===== src/rtl/water_level_ctrl_n.sv =====
// Reservoir level controller: synchronised, debounced float sensors decoded as a
// thermometer level that drives the nominal and supplemental flow valves.
module water_level_ctrl_n #(
  parameter  int NUM_SENSORS     = 3,
  parameter  int DEBOUNCE_CYCLES = 4,
  localparam int LVL_W           = $clog2(NUM_SENSORS + 1)
) (
  input  logic                   clk,
  input  logic                   reset,
  input  logic [NUM_SENSORS-1:0] s,
  output logic [NUM_SENSORS-1:0] fr,
  output logic                   dfr,
  output logic [LVL_W-1:0]       level,
  output logic                   rising,
  output logic                   fault,
  output logic                   level_chg
);

  localparam logic [7:0] DB_FULL = 8'(DEBOUNCE_CYCLES);
  localparam logic [7:0] DB_LAST = 8'(DEBOUNCE_CYCLES - 1);

  typedef enum logic {
    NORMAL = 1'b0,
    FAULT  = 1'b1
  } state_t;

  logic [NUM_SENSORS-1:0] r_sync1;
  logic [NUM_SENSORS-1:0] r_sync2;
  logic [NUM_SENSORS-1:0] r_cand;
  logic [7:0]             r_cnt;

  state_t                 r_state;
  logic [LVL_W-1:0]       r_level;
  logic                   r_rising;
  logic                   r_levelChg;

  logic                   w_accept;
  logic                   w_valid;
  logic [LVL_W-1:0]       w_k;

  function automatic logic [LVL_W-1:0] popcount(input logic [NUM_SENSORS-1:0] v);
    logic [LVL_W-1:0] sum;
    sum = '0;
    for (int i = 0; i < NUM_SENSORS; i++) begin
      sum = sum + LVL_W'(v[i]);
    end
    return sum;
  endfunction

  // Counter saturates at DEBOUNCE_CYCLES so a steady pattern is accepted exactly once.
  always_ff @(posedge clk) begin
    if (reset) begin
      r_sync1 <= '0;
      r_sync2 <= '0;
      r_cand  <= '0;
      r_cnt   <= '0;
    end else begin
      r_sync1 <= s;
      r_sync2 <= r_sync1;
      if (r_sync2 != r_cand) begin
        r_cand <= r_sync2;
        r_cnt  <= 8'd1;
      end else if (r_cnt < DB_FULL) begin
        r_cnt <= r_cnt + 8'd1;
      end
    end
  end

  assign w_accept = (r_sync2 == r_cand) && (r_cnt == DB_LAST);
  // A thermometer code 0..01..1 plus one is a power of two (or wraps to zero).
  assign w_valid  = ((r_cand & (r_cand + NUM_SENSORS'(1))) == '0);
  assign w_k      = popcount(r_cand);

  always_ff @(posedge clk) begin
    if (reset) begin
      r_state    <= NORMAL;
      r_level    <= '0;
      r_rising   <= 1'b0;
      r_levelChg <= 1'b0;
    end else begin
      r_levelChg <= 1'b0;
      if (w_accept) begin
        if (!w_valid) begin
          r_state <= FAULT;
        end else begin
          r_state <= NORMAL;
          if (w_k > r_level) begin
            r_level    <= w_k;
            r_rising   <= 1'b1;
            r_levelChg <= 1'b1;
          end else if (w_k < r_level) begin
            r_level    <= w_k;
            r_rising   <= 1'b0;
            r_levelChg <= 1'b1;
          end
        end
      end
    end
  end

  // Valve j closes once the level reaches N-j; dfr adds flow when empty or draining.
  always_comb begin
    fr  = '0;
    dfr = 1'b0;
    if (r_state == NORMAL) begin
      for (int j = 0; j < NUM_SENSORS; j++) begin
        fr[j] = (int'(r_level) < (NUM_SENSORS - j));
      end
      dfr = (r_level == '0) || (!r_rising && (int'(r_level) < NUM_SENSORS));
    end
  end

  assign level     = r_level;
  assign rising    = r_rising;
  assign fault     = (r_state == FAULT);
  assign level_chg = r_levelChg;

endmodule


===== config.mk =====
export PLATFORM = sky130hd
export DESIGN_NAME = water_level_ctrl_n
export DESIGN_NICKNAME = d
export VERILOG_FILES = /design/src/rtl/water_level_ctrl_n.sv
export SDC_FILE = /design/constraint.sdc
export NUM_CORES = 1
export LEC_CHECK = 0
export CAP_MARGIN = 20
export CORE_MARGIN = 5
export CORE_UTILIZATION = 46
export CTS_CLUSTER_SIZE = 16
export DETAILED_ROUTE_END_ITERATION = 8
export PLACE_DENSITY_LB_ADDON = 0.08
export SYNTH_ARGS = -nofsm -noshare
export SYNTH_HDL_FRONTEND = slang
export SYNTH_SLANG_ARGS = --single-unit

===== constraint.sdc =====
create_clock -name clk -period 1.9 [get_ports clk]
set_input_delay 0.19 -clock clk [delete_from_list [all_inputs] [get_ports clk]]
set_output_delay 0.19 -clock clk [all_outputs]
set_load 0.01 [all_outputs]

# Word-level counts from Yosys, hierarchy flattened

Cells that the tools add are included.

Add/sub/neg operators: 4
$lt $le $gt $ge: 6
Equality and inequality tests: 3
Mux-type cells: 11
Bitwise logic cells: 3
Reduce and logical (&&, ||, !) cells: 11

Operators by type and width:

| operator                                                               | count |
|---|---|
| 8-bit by 1-bit adder with 8-bit output (second input constant)         | 1 |
| 8-bit by 2-bit equality test with 1-bit output (second input constant) | 1 |
| 8-bit by 3-bit < comparator with 1-bit output (second input constant)  | 1 |
| 1-bit 2-to-1 mux                                                       | 8 |
| 2-bit < comparator (second input constant)                             | 2 |
| 2-bit 2-to-1 mux                                                       | 2 |
| 2-bit nonzero test                                                     | 2 |
| 3-bit by 1-bit adder with 3-bit output (second input constant)         | 1 |
| 3-bit bitwise AND                                                      | 1 |
| 3-bit equality test                                                    | 1 |
| 3-bit zero test                                                        | 1 |
| 3-bit 2-to-1 mux                                                       | 1 |
| 3-bit inequality test                                                  | 1 |
| 3-bit AND reduction                                                    | 1 |
| 3-bit OR reduction                                                     | 1 |
| 1-bit by 1-bit adder with 2-bit output                                 | 1 |
| 2-bit by 1-bit adder with 2-bit output                                 | 1 |
| 2-bit greater-than comparator                                          | 1 |
| 1-bit logical AND                                                      | 2 |
| 2-bit zero test                                                        | 1 |
| 2-bit by 1-bit < comparator with 1-bit output (second input constant)  | 1 |
| 2-bit < comparator                                                     | 1 |
| 1-bit NOT                                                              | 2 |
| 2-bit OR reduction                                                     | 1 |
| other kinds (2)                                                        | 2 |

Register bits: 22
Output and inout port bits: 9
Word-level logic and storage cells: 47

# Logic depth before layout (Yosys ltp)

Gate-level depths: netlist of the first run.

Depth after elaboration: 5
Depth in mapped cells: 8
Mapped depth without buffers: 8

# Worst setup path after synthesis of the first run

OpenSTA, ideal clock, no wires.

Kind: register to register
Start: register r_cand[1]
End: register r_rising, in the netlist rising
Setup time: 87 ps
Arrival time: 1842 ps
Required time: 1813 ps
Path slack: -29 ps
Stages on the path, launching flop included: 8
Path buffers: 0
Period minus slack after synthesis: 1929 ps
Path through: dfxtp_1 > inv_1 > fa_1 > ha_1 > nand2_1 > o22a_1 > a311o_1 > o31ai_1

Longest elaborated chain between the ends: 5
Elaborated cells between the ends (all ways): 12

Ends and longest elaborated chain:

| what                                                                       | RTL line | RTL |
|---|---|---|
| from (decl)                                                                | 29       | `logic [NUM_SENSORS-1:0] r_cand;` |
| from (signal assigned)                                                     | 61       | `r_cand <= r_sync2;` |
| 1-bit by 1-bit adder with 2-bit output                                     | 45       | `sum = sum + LVL_W'(v[i]);` |
| 2-bit by 1-bit adder with 2-bit output                                     | 45       |  |
| 2-bit greater-than comparator / 2-bit < comparator (equally long branches) | 87, 91   |  |
| 2-bit nonzero test (no line)                                               | -        |  |
| 3-bit AND reduction (no line)                                              | -        |  |
| to (signal assigned)                                                       | 78       | `r_rising <= 1'b0;` |
| to (signal assigned)                                                       | 89       | `r_rising <= 1'b1;` |
| to (signal assigned)                                                       | 93       | `r_rising <= 1'b0;` |
| to (decl)                                                                  | 34       | `logic r_rising;` |

Several ways; a longest one is shown, not always the timed one.
A chain may end at the register's enable or synchronous reset.

# Final worst setup path of the first run

Start: register r_cand[0]
End: register r_rising, in the netlist rising

Same word-level chain as after synthesis.

==> run_results.csv, run 1 <==
group,metric,value,unit
status,status,"complete, but fails checks",
status,violations,"negative setup slack",
clocking,cts_buffers,3,
logic_synthesis,syn_inst,90,
place,place_area,1120,sq um
place,hpwl,1200,microns
clocking,worstSkewPairLatency,0.30,ns
detailed_routing,routed-wl-met3,68,microns
power_and_ir_drop,ir_drop,0.463,mV
run,drv_cap,0,
worst_setup_path,path_class,"flop to flop",
cells_and_area,design_area,1150,sq um
worst_setup_path,crit_path_end_kind,"flop",
cells_and_area,layout.nets,118,
clocking,path_clk_slew,0.11,ns
clocking,tritoncts,"done",
logic_synthesis,synth.distinct_cells,31,
sta,setup_tns,-0.0267,ns
grt,overflow,0,
sta,setup_viol,1,
cells_and_area,nFillCells,183,
detailed_routing,routed.top_layer,"met4",
clocking,cts_sinks,22,
detailed_routing,post-route-drc-count,0,
place,numPortBuffers,13,
worst_setup_path,worstPathArrival,2.15,ns
place,post-place-cells,131,
detailed_routing,drt_iter0_drc,7,
detailed_routing,routed_wl,1640,microns
cells_and_area,area_delta_synth_final,24.7,%
sta,period_share,101,%
floorplanning,die_width,54.9,microns
clocking,cts_root_buffer,"clkbuf_4",
logic_synthesis,synth.largest_area_cell,"dfxtp_1",
logic_synthesis,synth_top_area_share,47.6,%
sta,drv_slew,0,
floorplanning,row_count,16,
detailed_routing,drtPass1Iterations,4,
power_and_ir_drop,p_leak,0.470,nW
floorplanning,die_h,54.9,microns
logic_synthesis,ys_seq_area_share,47.6,%
floorplanning,io_pins,14,
place,place_ws,-0.0386,ns
worst_setup_path,cp_max_fo,6,
detailed_routing,wl_met2,831,microns
floorplanning,start_util,47.7,%
detailed_routing,vias_per_cell,4.89,
power_and_ir_drop,finalPower,0.777,mW
logic_synthesis,synth_area_leaders,"dfxtp_1, nor2b_1, ha_1",
sta,rsz0062_at_grt,"yes",
sta,period_needed,1.93,ns
detailed_routing,met1_length,722,microns
clocking,ctsHtreeMaxLevel,1,
place,gp_congestion,0.726,
detailed_routing,vias,655,
logic_synthesis,ys_warn_count,0,
grt,grt_max_degree,18,
sta,fin_ws,-0.0267,ns
worst_setup_path,required,2.12,ns
sta,max_freq,0.519,GHz
power_and_ir_drop,power.density,673,nW/um^2
grt,grt_usage,13.0,%
worst_hold_path,min_path_type,"input port to flop",
floorplanning,core_area,1940,sq um
grt,antenna_found_initial,0,
cells_and_area,drive_above_1_share,23.4,%
clocking,cts.path.max_buffers,2,
grt,grt_pass1_vias,651,
logic_synthesis,synthesis.nets,99,
logic_synthesis,syn_area_per_cell,10.3,sq um
sta,skew,0.00368,ns
cells_and_area,diodes,0,
cells_and_area,layout.cells.non_filler,134,
sta,slew_headroom,67.2,%
logic_synthesis,synth-seq-cells,22,
detailed_routing,post_drt_wl_per_cell,12.2,microns
detailed_routing,ant_nets,0,
grt,grt_pass1_wl,2740,microns
worst_setup_path,crit_path_start_kind,"flop",
sta,tightest_slew,0.487,ns
sta,hold_viol_final,0,
logic_synthesis,syn_area,926,sq um
floorplanning,die_area,3010,sq um
-- metrics by stage --
step                utilization, %  hold slack, ns
global route                  59.5           0.412
floorplan                        -           0.318
CTS                           58.8           0.424
global placement              57.5           0.417
finish                        59.5           0.432
detailed placement            57.5           0.440
-- cell usage in the layout, fill, tap and decap left out, drive strengths merged, types with 3 or more instances in the layout --
cell type      synthesis  layout
nand2                  4       4
clkbuf                 2       3
clkdlybuf4s50          0      13
inv                    7       7
nor2                   5       5
nor2b                 11      11
dfxtp                 22      22
and2                   6       6
ha                     3       3
a21oi                  4       4
buf                    1       4
xor2                   4       4
-- cells by family (layout without fill, tap and decap cells) --
kind of cell    after synthesis  in the layout  share of synthesized area (%)
simple gates                 34             34                           23.6
flops                        22             22                           47.6
compound gates               16             16                           13.9
buf+inv                      10             27                           4.87
fa+ha+maj                     4              4                           6.22
xor+xnor                      4              4                           3.78
-- worst paths after layout --
kind / startpoint / end / slack [ns] / cells past startpoint
worst max-delay path: r_cand[0]$_SDFFE_PP0P_ / rising$_SDFFE_PP0P_ / -0.03 / 7
worst min register to register: r_sync1[2]$_SDFF_PP0_ / r_sync2[2]$_SDFF_PP0_ / 0.46 / 1
worst max register to register: r_cand[0]$_SDFFE_PP0P_ / rising$_SDFFE_PP0P_ / -0.03 / 7
worst min-delay path: s[1] / r_sync1[1]$_SDFF_PP0_ / 0.43 / 2
-- timing repair --
action | 4_1_cts | 5_1_grt
buffers inserted | 0 | 0
gates resized for setup | 2 | 5
endpoints found under the setup margin | 3 | 5
pin swaps | 1 | 2
hold buffers | 0 | 0
-- state kept, by name (all words and copies together), names as in the netlist --
| register | cells |
|---|---|
| r_sync2 | 3 |
| r_sync1 | 3 |
| r_cnt | 8 |
| level | 2 |
| r_cand | 3 |
| fault | 1 |
| rising | 1 |
| level_chg | 1 |
-- Yosys cell counts --
cell type,instances
dfxtp_1,22
nor2b_1,11
inv_1,7
and2_1,5
nor2_1,5
a21oi_1,4
xor2_1,4
ha_1,3
nand2_1,3
a41o_2,2
clkbuf_1,2
nand3_1,2
nor4_2,2
a211o_2,1
a21boi_0,1
a21o_1,1
a311o_1,1
a31oi_1,1
and2_2,1
and3_1,1
buf_6,1
fa_1,1
nand2_4,1
nor3_1,1
nor3_4,1
nor3b_1,1
o21a_1,1
o21ai_0,1
o22a_1,1
o31ai_1,1
o41ai_2,1
-- worst max-delay path, cell delays in order, from the launching register on --
cell     delay (ns)
dfxtp_2        0.36
inv_2          0.04
fa_1           0.53
ha_4           0.19
nor2b_1        0.14
o22a_4         0.23
a311o_1        0.32
o31ai_1        0.06
-- per-layer routing --
metal / global-route usage (%) / up-vias
met2: 20.7 / 13
met3: 3.27 / 2
met4: 6.22 / 0
met1: 16.3 / 302
met5: 0 / -
li1: - / 338
-- report_power, final --
group	total, mW	leakage (nW)	internal, mW	switching [mW]
Sequential	0.482	0.181	0.475	0.00734
Clock	0.203	0.0138	0.0738	0.129
Combinational	0.0923	0.275	0.0450	0.0473
-- layout make-up --
| cell class | instances | area [sq um] | area share (%) |
|---|---|---|---|
| Multi-Input combinational cell | 58 | 468 | 40.5 |
| Timing Repair Buffer | 17 | 160 | 13.9 |
| Clock buffer | 3 | 22.5 | 1.95 |
| Sequential cell | 22 | 444 | 38.5 |
| Tap cell | 27 | 33.8 | 2.93 |
| Inverter | 7 | 26.3 | 2.28 |
Power figures use the tool's default switching activity.
==> inputs of run 2 (changes only) <==
--- a/config.mk
+++ b/config.mk
@@ -10,6 +10,7 @@
 export CORE_UTILIZATION = 46
 export CTS_CLUSTER_SIZE = 16
 export DETAILED_ROUTE_END_ITERATION = 8
+export GPL_ROUTABILITY_DRIVEN = 0
 export PLACE_DENSITY_LB_ADDON = 0.08
 export SYNTH_ARGS = -nofsm -noshare
 export SYNTH_HDL_FRONTEND = slang
==> constraint.sdc (replaced) <==
create_clock -name clk -period 1.6 [get_ports clk]
set_input_delay 0.16 -clock clk [delete_from_list [all_inputs] [get_ports clk]]
set_output_delay 0.16 -clock clk [all_outputs]
set_load 0.01 [all_outputs]
==> run 2 against run 1 <==
The flow still finishes with violations (negative setup slack). Largest power group unchanged. Wire length increased by 1.0%. Critical path type unchanged. Clock skew decreased by 0.0016 ns. Register-to-register slack got worse by 0.27 ns.
==> run_results.csv, run 2 (synthesis gave the netlist of run 1 again) <==
group,metric,value,unit
sta,skew,0.00209,ns
cells_and_area,layout.nets,126,
run,drv_cap,0,
power_and_ir_drop,pwr-share-seq,51.5,%
worst_hold_path,min_path_type,"input port to flop",
sta,period_share,118,%
sta,fin_ws,-0.296,ns
cells_and_area,drive_above_1_share,33.6,%
floorplanning,core_area,1940,sq um
power_and_ir_drop,p_leak,0.523,nW
grt,grt_pass1_vias,688,
sta,max_freq,0.527,GHz
power_and_ir_drop,finalPower,1.11,mW
detailed_routing,post_drt_wl_per_cell,11.6,microns
floorplanning,die_h,54.9,microns
worst_setup_path,crit_path_start_kind,"flop",
cells_and_area,largest_register_ffs,8,
clocking,worstSkewPairLatency,0.30,ns
detailed_routing,drt_iter0_drc,5,
detailed_routing,drtPass1Iterations,2,
grt,grt_pass1_wl,2760,microns
power_and_ir_drop,switching_share,20.6,%
sta,hold_viol_final,0,
worst_setup_path,worstPathArrival,2.14,ns
cells_and_area,mostFrequentLayoutCell,"dfxtp_1",
grt,grt_util_met2,24.6,%
floorplanning,io_pins,14,
grt,grt_max_degree,14,
detailed_routing,vias,702,
clocking,tritoncts,"done",
power_and_ir_drop,power.clock.fraction,37.2,%
power_and_ir_drop,ir_drop,0.571,mV
detailed_routing,routed_wl,1650,microns
sta,drv_slew,0,
floorplanning,start_util,47.7,%
worst_setup_path,critPathTopFamily,"adder cells",
sta,slew_headroom,75.8,%
status,violations,"negative setup slack",
worst_setup_path,crit_path_end_kind,"flop",
sta,rsz0062_at_grt,"yes",
grt,antenna_found_initial,0,
worst_setup_path,path_class,"flop to flop",
cells_and_area,final_cell_mix,"dfxtp_1, buf_4, nor2b_1, clkdlybuf4s50_1",
cells_and_area,final_util,64.9,%
power_and_ir_drop,pwr-share-comb,11.3,%
clocking,path_clk_slew,0.12,ns
clocking,ctsHtreeMaxLevel,1,
sta,period_needed,1.90,ns
worst_setup_path,cpPeakStageDelay,0.53,ns
clocking,cts_sinks,22,
grt,grt_use_met3,3.27,%
power_and_ir_drop,intPower,0.883,mW
worst_setup_path,critPathSlowestCell,"fa_1",
floorplanning,die_width,54.9,microns
power_and_ir_drop,power_switching,0.229,mW
clocking,cts_buffers,3,
place,hpwl,1300,microns
cells_and_area,area_delta_synth_final,36.2,%
floorplanning,row_count,16,
detailed_routing,post-route-drc-count,0,
floorplanning,die_area,3010,sq um
grt,grt_util_met1,13.5,%
sta,setup_viol,5,
worst_setup_path,cp_max_fo,6,
status,status,"complete, but fails checks",
detailed_routing,vias_per_cell,4.91,
power_and_ir_drop,power.density,882,nW/um^2
cells_and_area,diodes,0,
place,numPortBuffers,13,
sta,tightest_slew,0.362,ns
cells_and_area,largest_register,"r_cnt",
grt,grt_usage,13.2,%
worst_setup_path,crit_chain,"inv_2, fa_1, ha_4, nand2_2, o22a_4, a41o_2, nor2_1",
worst_setup_path,required,1.84,ns
detailed_routing,ant_nets,0,
clocking,cts.path.max_buffers,2,
clocking,cts_root_buffer,"clkbuf_4",
worst_setup_path,path_buf_inv,1,
grt,busiest_layer,"met2",
grt,overflow,0,
[run 2: power groups by stage]
stage | clock, mW | sequential (mW) | combinational [mW]
2_1_floorplan | 0 | 0.584 | 0.0765
3_3_place_gp | 0 | 0.584 | 0.119
3_5_place_dp | 0 | 0.584 | 0.121
4_1_cts | 0.429 | 0.573 | 0.122
5_1_grt | 0.454 | 0.575 | 0.138
6_report | 0.414 | 0.573 | 0.126
[run 2: worst paths after layout]
kind / startpoint / slack (ns) / to / depth (start not counted)
worst max-delay path: r_cand[2]$_SDFFE_PP0P_ / -0.30 / level[0]$_SDFFE_PP0P_ / 7
worst min-delay path: s[1] / 0.39 / r_sync1[1]$_SDFF_PP0_ / 2
worst max register to register: r_cand[2]$_SDFFE_PP0P_ / -0.30 / level[0]$_SDFFE_PP0P_ / 7
worst min register to register: r_sync1[2]$_SDFF_PP0_ / 0.45 / r_sync2[2]$_SDFF_PP0_ / 1
[run 2: per-stage QoR]
| stage | cells | instance area, sq um | hold WS [ns] | TNS [ns] | setup slack, ns |
|---|---|---|---|---|---|
| 2_1_floorplan | 90 | 946 | 0.288 | -0.771 | -0.268 |
| 3_3_place_gp | 139 | 1180 | 0.417 | -0.917 | -0.282 |
| 3_5_place_dp | 139 | 1180 | 0.422 | -1.02 | -0.327 |
| 4_1_cts | 143 | 1250 | 0.381 | -1.14 | -0.313 |
| 5_1_grt | 143 | 1260 | 0.371 | -1.32 | -0.355 |
| 6_report | 143 | 1260 | 0.394 | -1.01 | -0.296 |
[run 2: area by class of cell]
type	count	area, sq um
well taps	27	33.8
multi-input cells	58	482
inverters	7	26.3
fillers	160	681
flip-flops and latches	22	445
repair buffers	25	221
clock inverters	1	30.0
clock buffers	3	22.5
[run 2: routing by layer]
layer  wire length (microns)  vias to the layer above
li1                        -                      357
met1                     720                      328
met2                     836                       13
met3                      67                        4
met4                      29                        0
met5                       0                        -
[run 2: repair_timing]
| item | CTS | global route |
|---|---|---|
| hold buffers | 0 | 0 |
| gates resized for setup | 8 | 4 |
| setup buffers | 0 | 0 |
| setup endpoints to repair | 7 | 6 |
| pin swaps | 4 | 3 |
==> inputs of run 3 (changes only) <==
--- a/config.mk
+++ b/config.mk
@@ -12,6 +12,7 @@
 export DETAILED_ROUTE_END_ITERATION = 8
 export GPL_ROUTABILITY_DRIVEN = 0
 export PLACE_DENSITY_LB_ADDON = 0.08
+export RECOVER_POWER = 50
 export SYNTH_ARGS = -nofsm -noshare
 export SYNTH_HDL_FRONTEND = slang
 export SYNTH_SLANG_ARGS = --single-unit
==> run 3 against run 2 <==
The flow still finishes with violations (negative setup slack). Hold slack about the same. Clock skew about the same. Combinational power about the same. Core utilization decreased by 0.64 points. Total power decreased by 0.26%. Maximum frequency about the same. Sequential power about the same. Design area decreased by 0.99%. Largest cell class unchanged. Largest power group unchanged. Highest routed layer unchanged.
==> run_results.csv, run 3 (synthesis gave the netlist of run 1 again) <==
group,metric,value,unit
clocking,tritoncts,"done",
sta,hold_viol_final,0,
place,place_ws,-0.327,ns
clocking,ctsHtreeMaxLevel,1,
power_and_ir_drop,power.density,889,nW/um^2
detailed_routing,post-route-drc-count,0,
grt,grt_pass1_wl,2760,microns
clocking,path_clk_slew,0.12,ns
place,hpwl,1300,microns
worst_setup_path,critPathTopFamily,"adder cells",
worst_setup_path,cpPeakStageDelay,0.53,ns
worst_setup_path,crit_path_start_kind,"flop",
grt,grt_util_met2,24.6,%
cells_and_area,diodes,0,
worst_setup_path,crit_path_end_kind,"flop",
clocking,cts.path.max_buffers,2,
cells_and_area,drive_above_1_share,31.9,%
worst_setup_path,crit_chain,"inv_2, fa_1, ha_4, nand2_2, o22a_4, a41o_2, nor2_1",
sta,rsz0062_at_grt,"yes",
clocking,postCtsHoldBufs,0,
detailed_routing,vias_per_cell,4.93,
clocking,cts_root_buffer,"clkbuf_4",
detailed_routing,drt_iter0_drc,5,
detailed_routing,routed_wl,1660,microns
detailed_routing,drtPass1Iterations,2,
clocking,cts_buffers,3,
sta,period_share,119,%
sta,max_freq,0.527,GHz
floorplanning,io_pins,14,
worst_setup_path,critPathSlowestCell,"fa_1",
grt,grt_pass1_vias,688,
worst_setup_path,worstPathArrival,2.14,ns
clocking,cts_sinks,22,
worst_setup_path,reg2reg_slack,-0.30,ns
cells_and_area,final_cell_mix,"dfxtp_1, nor2b_1, clkdlybuf4s50_1, buf_4",
floorplanning,start_util,47.7,%
status,violations,"negative setup slack",
worst_setup_path,cp_max_fo,6,
floorplanning,die_h,54.9,microns
sta,setup_tns,-1.01,ns
worst_setup_path,reg2regPathDepth,7,
floorplanning,die_width,54.9,microns
worst_setup_path,path_buf_inv,1,
sta,fin_ws,-0.296,ns
detailed_routing,vias,705,
floorplanning,row_count,16,
grt,grt_util_met1,13.5,%
cells_and_area,layout.nets,126,
cells_and_area,area_delta_synth_final,34.9,%
status,status,"complete, but fails checks",
worst_setup_path,critPathCapture,"level[0]$_SDFFE_PP0P_",
worst_setup_path,cp-startpoint,"r_cand[2]$_SDFFE_PP0P_",
sta,period_needed,1.90,ns
worst_setup_path,timing.rr.start,"r_cand[2]$_SDFFE_PP0P_",
sta,skew,0.00216,ns
grt,grt_max_degree,14,
worst_setup_path,path_depth,7,
sta,drv_slew,0,
floorplanning,core_area,1940,sq um
worst_setup_path,required,1.84,ns
cells_and_area,mostFrequentLayoutCell,"dfxtp_1",
detailed_routing,ant_nets,0,
grt,antenna_found_initial,0,
worst_setup_path,path_class,"flop to flop",
grt,overflow,0,
floorplanning,die_area,3010,sq um
run,drv_cap,0,
worst_hold_path,min_from,"s[1]",
cells_and_area,largest_register_ffs,8,
cells_and_area,final_util,64.3,%
power_and_ir_drop,p_leak,0.518,nW
power_and_ir_drop,ir_drop,0.571,mV
place,numPortBuffers,13,
clocking,worstSkewPairLatency,0.30,ns
worst_hold_path,min_path_type,"input port to flop",
sta,slew_headroom,75.2,%
sta,tightest_slew,0.369,ns
sta,setup_viol,5,
grt,busiest_layer,"met2",
cells_and_area,largest_register,"r_cnt",
worst_setup_path,regToRegEndpoint,"level[0]$_SDFFE_PP0P_",
grt,grt_usage,13.2,%
grt,grt_use_met3,3.27,%
detailed_routing,post_drt_wl_per_cell,11.6,microns
==> run 3: cell types whose count changed in the layout (fill, tap and decap cells not counted) <==
cell / delta
nor4_2: -1
nor4_1: +1
clkdlybuf4s25_1: +1
dlymetal6s2s_1: -1
buf_4: -1
clkbuf_1: +1
==> run 3: cell type report <==
class	count	area, sq um
flip-flops and latches	22	445
clock buffers	3	22.5
multi-input cells	58	475
well taps	27	33.8
repair buffers	25	215
fillers	164	693
clock inverters	1	30.0
inverters	7	26.3
==> run 3: what timing repair did <==
| action | 4_1_cts | 5_1_grt |
|---|---|---|
| setup endpoints to repair | 7 | 6 |
| gates resized for setup | 8 | 4 |
| pin swaps | 4 | 3 |
| setup buffers | 0 | 0 |
==> run 3: worst min path at each step <==
| stage | to | slack, ns | cells past startpoint |
|---|---|---|---|
| 6_report | r_sync1[1]$_SDFF_PP0_ | 0.39 | 2 |
| 5_1_grt | r_sync1[0]$_SDFF_PP0_ | 0.37 | 2 |
| 4_1_cts | r_sync1[1]$_SDFF_PP0_ | 0.38 | 2 |
| 3_5_place_dp | r_sync2[2]$_SDFF_PP0_ | 0.42 | 1 |
| 3_3_place_gp | r_sync2[1]$_SDFF_PP0_ | 0.42 | 1 |
| 2_1_floorplan | r_sync1[0]$_SDFF_PP0_ | 0.29 | 1 |
==> run 3: routing by layer <==
metal	vias up	wire, microns
met5	-	0
met1	329	718
met3	4	73
li1	359	-
met2	13	836
met4	0	29
==> run 3: metrics by stage <==
stage | instances | area, sq um | hold WS, ns | power [mW]
final | 143 | 1250 | 0.394 | 1.11
after global routing | 143 | 1250 | 0.371 | 1.16
after CTS | 143 | 1250 | 0.381 | 1.12
after detailed placement | 139 | 1180 | 0.422 | 0.706
after global placement | 139 | 1180 | 0.417 | 0.703
after floorplan | 90 | 946 | 0.288 | 0.661
==> run 3: report_power, final <==
group	internal (mW)	leakage [nW]	switching (mW)
clock	0.253	0.0279	0.160
sequential	0.564	0.181	0.00860
combinational	0.0638	0.309	0.0598
